`src/rtl/uart_tx_arbiter.sv`:
```
// Round-robin arbiter sharing one 8N1 UART transmitter among N_REQ byte producers.
// Optional REQ-state abort timer enabled by defining UART_ARB_TIMEOUT_EN.
module uart_tx_arbiter #(
  parameter int unsigned N_REQ = 4
`ifdef UART_ARB_TIMEOUT_EN
  , parameter int unsigned TIMEOUT_CYC = 16384
`endif
) (
  input  logic                       clk_50M,
  input  logic                       rst,
  input  logic [N_REQ-1:0]           req,
  input  logic [8*N_REQ-1:0]         req_data,
  output logic [N_REQ-1:0]           grant,
  input  logic                       uart_busy,
  output logic                       uart_write_en,
  output logic [7:0]                 uart_write_data,
  output logic [$clog2(N_REQ)-1:0]   owner,
  output logic                       active,
  output logic                       timeout_err
);

  localparam int unsigned OW = $clog2(N_REQ);
  localparam int unsigned DW = 8;

  typedef enum logic [1:0] {
    S_IDLE  = 2'd0,
    S_REQ   = 2'd1,
    S_DRAIN = 2'd2
  } state_t;

  state_t          state_q, state_d;
  logic [OW-1:0]   ptr_q, ptr_d;
  logic [OW-1:0]   owner_q, owner_d;
  logic [N_REQ-1:0] grant_q, grant_d;
  logic            wen_q, wen_d;
  logic [DW-1:0]   data_q, data_d;
  logic            active_q, active_d;
  logic [OW-1:0]   win;
  logic [DW-1:0]   win_data;

`ifdef UART_ARB_TIMEOUT_EN
  localparam int unsigned CW = 15;
  logic [CW-1:0]   cnt_q, cnt_d;
  logic            terr_q, terr_d;
`endif

  // First requester at or above start, wrapping past N_REQ-1.
  function automatic logic [OW-1:0] rr_pick(input logic [N_REQ-1:0] r,
                                            input logic [OW-1:0]    start);
    logic [OW-1:0] w;
    logic [OW-1:0] idx;
    logic          found;
    w     = '0;
    found = 1'b0;
    for (int unsigned i = 0; i < N_REQ; i++) begin
      idx = OW'((32'(start) + i) % N_REQ);
      if (!found && r[idx]) begin
        w     = idx;
        found = 1'b1;
      end
    end
    return w;
  endfunction

  // Winner selection and its byte.
  always_comb begin
    win      = rr_pick(req, ptr_q);
    win_data = '0;
    for (int unsigned i = 0; i < N_REQ; i++) begin
      if (win == OW'(i)) win_data = req_data[8*i +: 8];
    end
  end

  // Next-state and registered-output logic.
  always_comb begin
    state_d = state_q;
    ptr_d   = ptr_q;
    owner_d = owner_q;
    grant_d = '0;
    wen_d   = wen_q;
    data_d  = data_q;
`ifdef UART_ARB_TIMEOUT_EN
    cnt_d   = cnt_q;
    terr_d  = terr_q;
`endif
    case (state_q)
      S_IDLE: begin
        if (!uart_busy && |req) begin
          owner_d = win;
          ptr_d   = OW'((32'(win) + 1) % N_REQ);
          grant_d = N_REQ'(1) << win;
          wen_d   = 1'b1;
          data_d  = win_data;
          state_d = S_REQ;
`ifdef UART_ARB_TIMEOUT_EN
          cnt_d   = '0;
`endif
        end
      end
      S_REQ: begin
        if (uart_busy) begin
          wen_d   = 1'b0;
          state_d = S_DRAIN;
        end
`ifdef UART_ARB_TIMEOUT_EN
        else if (cnt_q == CW'(TIMEOUT_CYC - 1)) begin
          // Transmitter never acknowledged: drop the byte and re-arbitrate.
          wen_d   = 1'b0;
          terr_d  = 1'b1;
          state_d = S_IDLE;
        end else begin
          cnt_d   = cnt_q + CW'(1);
        end
`endif
      end
      S_DRAIN: begin
        if (!uart_busy) state_d = S_IDLE;
      end
      default: begin
        wen_d   = 1'b0;
        state_d = S_IDLE;
      end
    endcase
    active_d = (state_d != S_IDLE);
  end

  always_ff @(posedge clk_50M) begin
    if (rst) begin
      state_q  <= S_IDLE;
      ptr_q    <= '0;
      owner_q  <= '0;
      grant_q  <= '0;
      wen_q    <= 1'b0;
      data_q   <= '0;
      active_q <= 1'b0;
`ifdef UART_ARB_TIMEOUT_EN
      cnt_q    <= '0;
      terr_q   <= 1'b0;
`endif
    end else begin
      state_q  <= state_d;
      ptr_q    <= ptr_d;
      owner_q  <= owner_d;
      grant_q  <= grant_d;
      wen_q    <= wen_d;
      data_q   <= data_d;
      active_q <= active_d;
`ifdef UART_ARB_TIMEOUT_EN
      cnt_q    <= cnt_d;
      terr_q   <= terr_d;
`endif
    end
  end

  assign grant           = grant_q;
  assign uart_write_en   = wen_q;
  assign uart_write_data = data_q;
  assign owner           = owner_q;
  assign active          = active_q;
`ifdef UART_ARB_TIMEOUT_EN
  assign timeout_err     = terr_q;
`else
  assign timeout_err     = 1'b0;
`endif

endmodule

```
`config.mk`:
```
export PLATFORM = sky130hd
export DESIGN_NAME = uart_tx_arbiter
export DESIGN_NICKNAME = d
export VERILOG_FILES = /design/src/rtl/uart_tx_arbiter.sv
export SDC_FILE = /design/constraint.sdc
export NUM_CORES = 1
export LEC_CHECK = 0
export BUFFER_PORTS_ARGS = -buffer_cell sky130_fd_sc_hd__buf_4
export CAP_MARGIN = 20
export CORE_AREA = 2 2 43 64
export CTS_BUF_LIST = sky130_fd_sc_hd__clkbuf_8 sky130_fd_sc_hd__clkbuf_16
export DETAILED_ROUTE_END_ITERATION = 10
export DIE_AREA = 0 0 45 66
export PLACE_DENSITY_LB_ADDON = 0.08
export SLEW_MARGIN = 20
export SYNTH_ARGS = -nofsm -noshare
export SYNTH_HDL_FRONTEND = slang
export SYNTH_SLANG_ARGS = --single-unit
```
`constraint.sdc`:
```
create_clock -name clk_50M -period 3.55 [get_ports clk_50M]
set_clock_uncertainty 0.1 [all_clocks]
set_input_delay 0.5325 -clock clk_50M [delete_from_list [all_inputs] [get_ports clk_50M]]
set_output_delay 0.5325 -clock clk_50M [all_outputs]
set_load 0.05 [all_outputs]
```
==> out/qor.csv, run 1 <==
metric;value;unit
die_area;2970;sq um
place_hpwl;2.18;mm
cellPowerDensity;464;nW/um^2
wl;2.92;mm
period_needed;2.64;ns
max_freq;379;MHz
critPathLaunchType;primary input;
postSynthAreaPerCell;7.97;sq um
drv_cap;0;
die_x;45;um
critPathRequiredTime;3.59;ns
drtIter0Drc;27;
die_h;66;um
cts_tree;yes;
cts_root_buf;clkbuf_8;
grt_pass1_wl;4.65;mm
routed_via_density;5.49;
synth_area;1110;sq um
cts_hold_buf;0;
synth.area.top_cells;dfxtp_1, a21oi_1, a221oi_2;
finalSetupViolations;0;
cpPeakStageDelay;0.45;ns
grt_overflow_total;0;
grtUsageTotal;0.208;
cts-resized-gates;0;
synth_cell_types;30;
initial_core_util;0.457;
synth_top_area_frac;0.362;
relSlewSlack;0.561;
grt_pass1_vias;1162;
core;2420;sq um
syn2layout_area_growth;42.0;%
final.setup.tns;0;ns
synth_ff_type;dfxtp_1;
place.gp.congestion;0.764;
worst_skew_pair.late_latency;0.26;ns
path_cells;buf_4 > nor2b_1 > a21boi_0 > o32ai_2 > inv_1 > ha_1 > a21oi_1 > o21ai_0 > a221oi_1 > nor3_1;
cp_slowest_cell;o32ai_2;
yosysSeqAreaShare;0.362;
yosysWarnings;0;
grt_max_degree;17;
leakage;0.000766;uW
outcome;finished, final reports clean;
worstHoldPathType;register to register;
vias;1158;
cts.sinks;20;
yosys.area.top_type;dfxtp_1;
critPathArrivalTime;2.68;ns
nNetsFinal;231;
drv_slew;0;
port_buffers;54;
wl_per_cell;13.8;um
postSynthCellCount;139;
cts_buffers;3;
path_max_fanout;16;
postRouteAntennaNets;0;
path_buf_inv;2;
reg2reg_depth;8;
yosys.cell_count.top_type;dfxtp_1;
io_pins;56;
htree_levels;1;
r2r_start;ptr_q[1];
crit_start;req[2];
worst_slew_pin_slew;0.653;ns
firstDrtPassIters;4;
synth_edf_count;0;
drive_gt1_frac;0.358;
min_from;owner[0];
hold_viol;0;
synthArstFlopShare;0;
rows;22;
clockBufferDepth;2;
hold_end;owner[0];
r2r_slack;1.02;ns
synth_nets;182;
post-cts-setup-buffers;0;
rsz0062_at_grt;no;
synthTopCellsByCount;dfxtp_1, a21oi_1, inv_1, nand2_1, nor2_1;
crit_family;compound AO/OA/AOI/OAI gates;
whs_path_depth;2;
antenna_cells;0;
synth.ff_latch_count;20;
route.detailed.drc;0;
worstSetupPathType;primary input to register;
fin_crit_sh;0.744;
r2r_end;uart_write_data[2];
end_kind;register;
holdWs;0.357;ns
clk_pin_slew_worst_paths;0.07;ns
antenna_found_initial;0;
ir_drop;313;uV
-- placed cells by master (no fill, tap or decap), types with 4 or more instances in the layout --
cell	n
ha_1	4
buf_4	54
nand2_1	12
nor2b_1	4
inv_1	12
dfxtp_1	20
and3_1	4
nor2_1	11
a21oi_1	19
o21ai_0	10
a221oi_2	5
nor3_1	9
-- per-layer routing --
metal / routed length [um] / GRT usage
met5: 0 / 0
met4: 31 / 0.0735
met3: 242 / 0.0355
met2: 1550 / 0.393
met1: 1100 / 0.219
-- cells by family (layout without fill, tap and decap cells) --
family	count (synthesis)	after routing	synth area share
other cells	1	1	0.00339
fa+ha+maj	4	4	0.0452
buf+inv	22	70	0.0859
xor+xnor	1	1	0.00791
simple gates	48	48	0.223
flops	20	20	0.362
compound gates	43	43	0.273
-- layout make-up --
cell class,instances,area [sq um]
Sequential cell,20,400
Inverter,12,45.0
Clock buffer,3,41.3
Tap cell,24,30.0
Multi-Input combinational cell,97,621
Clock inverter,1,30.0
Fill cell,215,850
Timing Repair Buffer,54,405
-- where the power goes --
part | internal (uW) | total, uW | leakage (uW) | switching, uW
Combinational | 95.4 | 249 | 0.000566 | 153
Sequential | 243 | 256 | 0.000165 | 12.3
Clock | 150 | 226 | 0.0000357 | 75.3
Total | 489 | 730 | 0.000766 | 241
-- flip-flops by register name, indices dropped and copies added (netlist names) --
signal,cells
ptr_q,2
active,1
state_q,2
uart_write_en,1
owner,2
grant,4
uart_write_data,8
-- worst max path at each step --
| stage | slack (ns) | endpoint | cells after the start |
|---|---|---|---|
| global placement | 0.82 | uart_write_data[3] | 10 |
| finish | 0.91 | uart_write_data[2] | 10 |
| floorplan | 1.03 | uart_write_data[6] | 11 |
| global route | 0.72 | uart_write_data[2] | 10 |
| CTS | 0.95 | uart_write_data[2] | 10 |
| detailed placement | 0.70 | uart_write_data[2] | 10 |
-- worst min-delay path, stage by stage (launching register included) --
cell     delay, ns
dfxtp_1       0.31
nand2_1       0.05
a21oi_1       0.05
-- metrics by stage --
step	power [uW]	instances	util	setup WS (ns)	cell area [sq um]
floorplan	427	139	-	1.03	1110
detailed placement	507	207	0.616	0.697	1490
CTS	732	211	0.646	0.952	1560
global placement	502	207	0.616	0.819	1490
global route	769	211	0.649	0.725	1570
finish	730	211	0.649	0.909	1570
No activity file was read; power rests on OpenSTA's default activity.
==> run 2: changes to the inputs <==
- CORE_AREA: 2 2 43 64 -> 2 2 44 66
- DIE_AREA: 0 0 45 66 -> 0 0 46 68
- clock period: 3.55 -> 2.6 ns (I/O delays scaled with it)
==> out/qor.csv, run 2 (synthesis gave the netlist of run 1 again) <==
metric;value;unit
worst_slew_pin_slew;0.908;ns
drive_gt1_frac;0.370;
route.detailed.drc;0;
io_pins;56;
antenna_found_initial;0;
path_max_fanout;16;
drv_slew;0;
critPathRequiredTime;2.64;ns
cts-resized-gates;0;
grt_max_degree;17;
grt_pass1_vias;1095;
cts_buffers;3;
period_needed;2.34;ns
ir_drop;545;uV
syn2layout_area_growth;43.3;%
nNetsFinal;233;
postRouteAntennaNets;0;
worstSetupPathType;register to register;
rsz0062_at_grt;no;
die_h;68;um
fin_crit_sh;0.901;
worstHoldPathType;primary input to register;
relSlewSlack;0.390;
grt_overflow_total;0;
place_hpwl;2.23;mm
finalSetupViolations;0;
max_freq;427;MHz
place_inst;210;
final.setup.tns;0;ns
reg2reg_depth;8;
grt_pass1_wl;4.48;mm
drv_cap;0;
initial_core_util;0.428;
outcome;finished, final reports clean;
layout_commonest_cell;buf_4;
firstDrtPassIters;4;
cts_root_buf;clkbuf_8;
cts_tree;yes;
critPathArrivalTime;2.39;ns
cts_hold_buf;0;
critPathLaunchType;register;
cts.sinks;20;
hold_viol;0;
wl;2.85;mm
htree_levels;1;
post-cts-setup-buffers;0;
place.gp.congestion;0.763;
largest_register_ffs;8;
die_area;3130;sq um
wl_per_cell;13.3;um
worst_skew_pair.late_latency;0.26;ns
drtIter0Drc;14;
leakage;0.000778;uW
core;2590;sq um
port_buffers;54;
antenna_cells;0;
die_x;46;um
routed_via_density;5.36;
end_kind;register;
final_cells;214;
vias;1148;
clk_pin_slew_worst_paths;0.07;ns
grtUsageTotal;0.195;
rows;23;
cellPowerDensity;627;nW/um^2
clockBufferDepth;2;
layout_common_cells;buf_4, dfxtp_1, a21oi_1;
whs_path_depth;2;
[run 2: changes by cell type in the layout (fill, tap and decap cells not counted), sizes merged]
| cell | before | now |
|---|---|---|
| buf | 54 | 56 |
[run 2: area by class of cell]
type	count	area [sq um]
sequential	20	400
inverter	12	45.0
timing repair buffer	56	420
tap	25	31.3
multi-input combinational	97	618
fill	239	1000
clock inverter	1	30.0
clock buffer	3	41.3
[run 2: path summary, 6_finish.rpt]
| path | startpoint | end | slack [ns] |
|---|---|---|---|
| worst max-delay path | ptr_q[0] | uart_write_data[0] | 0.26 |
| worst max register to register | ptr_q[0] | uart_write_data[0] | 0.26 |
| worst min register to register | owner[0] | owner[0] | 0.36 |
| worst min-delay path | uart_busy | state_q[0] | 0.26 |
[run 2: per-stage QoR]
step | utilization | hold WS, ns | area, sq um | setup slack (ns) | power (uW)
4_1_cts | 0.610 | 0.264 | 1580 | 0.228 | 1000
3_3_place_gp | 0.583 | 0.344 | 1510 | 0.112 | 690
5_1_grt | 0.613 | 0.283 | 1590 | 0.0675 | 1050
2_1_floorplan | - | 0.369 | 1110 | 0.223 | 583
3_5_place_dp | 0.583 | 0.349 | 1510 | 0.0334 | 698
6_report | 0.613 | 0.263 | 1590 | 0.257 | 995
[run 2: layer usage]
metal | GRT usage | part of all wire
met4 | 0.111 | 0.016
met3 | 0.0264 | 0.057
met1 | 0.211 | 0.41
met5 | 0 | 0
met2 | 0.347 | 0.52
[run 2: critical path, stage by stage (launching register included)]
cell,delay (ns)
dfxtp_1,0.35
nor2b_1,0.08
nor3b_1,0.31
o22ai_2,0.21
inv_1,0.12
ha_1,0.55
a21oi_1,0.10
a221oi_1,0.33
nor3_1,0.08
[run 2: power by group]
group	internal (uW)	total, uW	leakage (uW)	switching, uW
Sequential	333	349	0.000165	16.1
Clock	206	304	0.0000357	98.5
Combinational	134	343	0.000577	208
Total	672	995	0.000778	323
==> run 3: changes to the inputs <==
- CORE_AREA: 2 2 44 66 -> 2 2 46 70
- DIE_AREA: 0 0 46 68 -> 0 0 48 72
- clock period: 2.6 -> 2.12 ns (I/O delays scaled with it)
==> out/qor.csv, run 3 (synthesis gave the netlist of run 1 again) <==
metric;value;unit
postRouteAntennaNets;0;
clk_pin_slew_worst_paths;0.07;ns
worstSetupPathType;register to register;
worstHoldPathType;primary input to register;
cellPowerDensity;737;nW/um^2
core;2850;sq um
final_cell_area;1800;sq um
hold_viol;0;
rows;24;
end_kind;register;
holdWs;0.195;ns
vias;1237;
drtIter0Drc;27;
grt_pass1_wl;4.92;mm
htree_levels;1;
initial_core_util;0.388;
cts_root_buf;clkbuf_8;
syn2layout_area_growth;62.6;%
firstDrtPassIters;4;
fin_crit_sh;0.945;
route.detailed.drc;0;
ir_drop;594;uV
rsz0062_at_grt;yes;
r2r_end;uart_write_data[6];
fillCellCount;260;
die_x;48;um
critPathLaunchType;register;
nNetsFinal;248;
antenna_cells;0;
port_buffers;54;
placed_cell_area;1660;sq um
min_from;uart_busy;
whs_path_depth;2;
die_area;3460;sq um
grt_max_degree;17;
max_freq;499;MHz
wl_per_cell;13.3;um
period_needed;2.00;ns
wl;3.24;mm
die_h;72;um
layout_commonest_cell;buf_4;
drive_gt1_frac;0.490;
antenna_found_initial;0;
io_pins;56;
place.gp.congestion;0.842;
critPathRequiredTime;2.16;ns
path_max_fanout;16;
r2r_start;ptr_q[0];
cts_tree;yes;
routed_via_density;5.09;
cts_buffers;3;
critPathArrivalTime;2.05;ns
grtUsageTotal;0.196;
reg2reg_depth;10;
totalPowerFinal;1330;uW
grt_overflow_total;0;
r2r_slack;0.12;ns
outcome;finished, final reports clean;
place_hpwl;2.50;mm
worst_slew_pin_slew;0.936;ns
layout_common_cells;buf_4, dfxtp_1, a21oi_1;
cts.sinks;20;
largest_register_ffs;8;
grt_pass1_vias;1179;
drv_slew;0;
hold_end;state_q[0];
worst_skew_pair.late_latency;0.26;ns
clockBufferDepth;2;
leakage;0.000865;uW
drv_cap;0;
finalSetupViolations;0;
relSlewSlack;0.371;
cts_hold_buf;0;
-- run 3: cell types whose count changed in the layout (fill, tap and decap cells not counted), moves of 2 or more --
cell      before  now
buf_4         56   70
o21ai_0       10    4
o21ai_1        0    5
a221oi_1       3    0
a221oi_2       5    8
ha_1           4    1
a21oi_1       19   17
a21oi_2        0    2
ha_4           0    2
inv_1         12   10
inv_2          0    2
-- run 3: worst max-delay path, stage by stage, from the launching register on --
cell and delay (ns):
dfxtp_1 0.34, nor2b_2 0.18, nor3b_2 0.08, o22ai_2 0.20, inv_2 0.09, ha_4 0.22, buf_4 0.15, a21oi_2 0.11
o21ai_1 0.11, a221oi_2 0.23, nor3_1 0.07
-- run 3: worst max-delay path by stage --
stage | startpoint | end | slack [ns] | cells past startpoint
finish | ptr_q[0] | uart_write_data[6] | 0.12 | 10
global route | ptr_q[0] | uart_write_data[1] | -0.04 | 9
global placement | req[2] | uart_write_data[2] | -0.20 | 9
floorplan | req[2] | uart_write_data[6] | -0.09 | 11
detailed placement | req[2] | uart_write_data[1] | -0.22 | 9
CTS | ptr_q[1] | uart_write_data[1] | 0.02 | 8
-- run 3: cell type report --
type                       instances  area [sq um]  share of cell area
tap                               39          48.8              0.0271
timing repair buffer              71           546               0.303
sequential                        20           402               0.223
multi-input combinational         97           688               0.382
clock buffer                       3          41.3              0.0229
clock inverter                     1          30.0              0.0167
inverter                          12          45.0              0.0250
-- run 3: where the power goes --
part	internal, uW	switching (uW)
logic	223	292
clock network	252	130
registers	408	21.0
-- run 3: per-stage QoR --
step	TNS, ns	worst slack, ns	utilization	instances
after global routing	-0.0696	-0.0376	0.631	243
after global placement	-0.999	-0.197	0.580	237
after detailed placement	-1.21	-0.217	0.580	237
final	0	0.118	0.631	243
after CTS	0	0.0178	0.616	242
after floorplan	-0.179	-0.0894	-	139
-- run 3: metal layers --
metal | routed length [um] | track usage | vias to the layer above
met4 | 66 | 0.0751 | 0
met3 | 186 | 0.0348 | 8
met1 | 1190 | 0.193 | 559
met2 | 1800 | 0.370 | 51
li1 | - | - | 619
met5 | 0 | 0 | -
-- run 3: what timing repair did --
item                                    in CTS  in global routing
resized for setup                            5                 12
pin swaps                                    2                  5
endpoints found under the hold margin        0                  0
setup buffers                                1                  1
endpoints found under the setup margin       7                  7
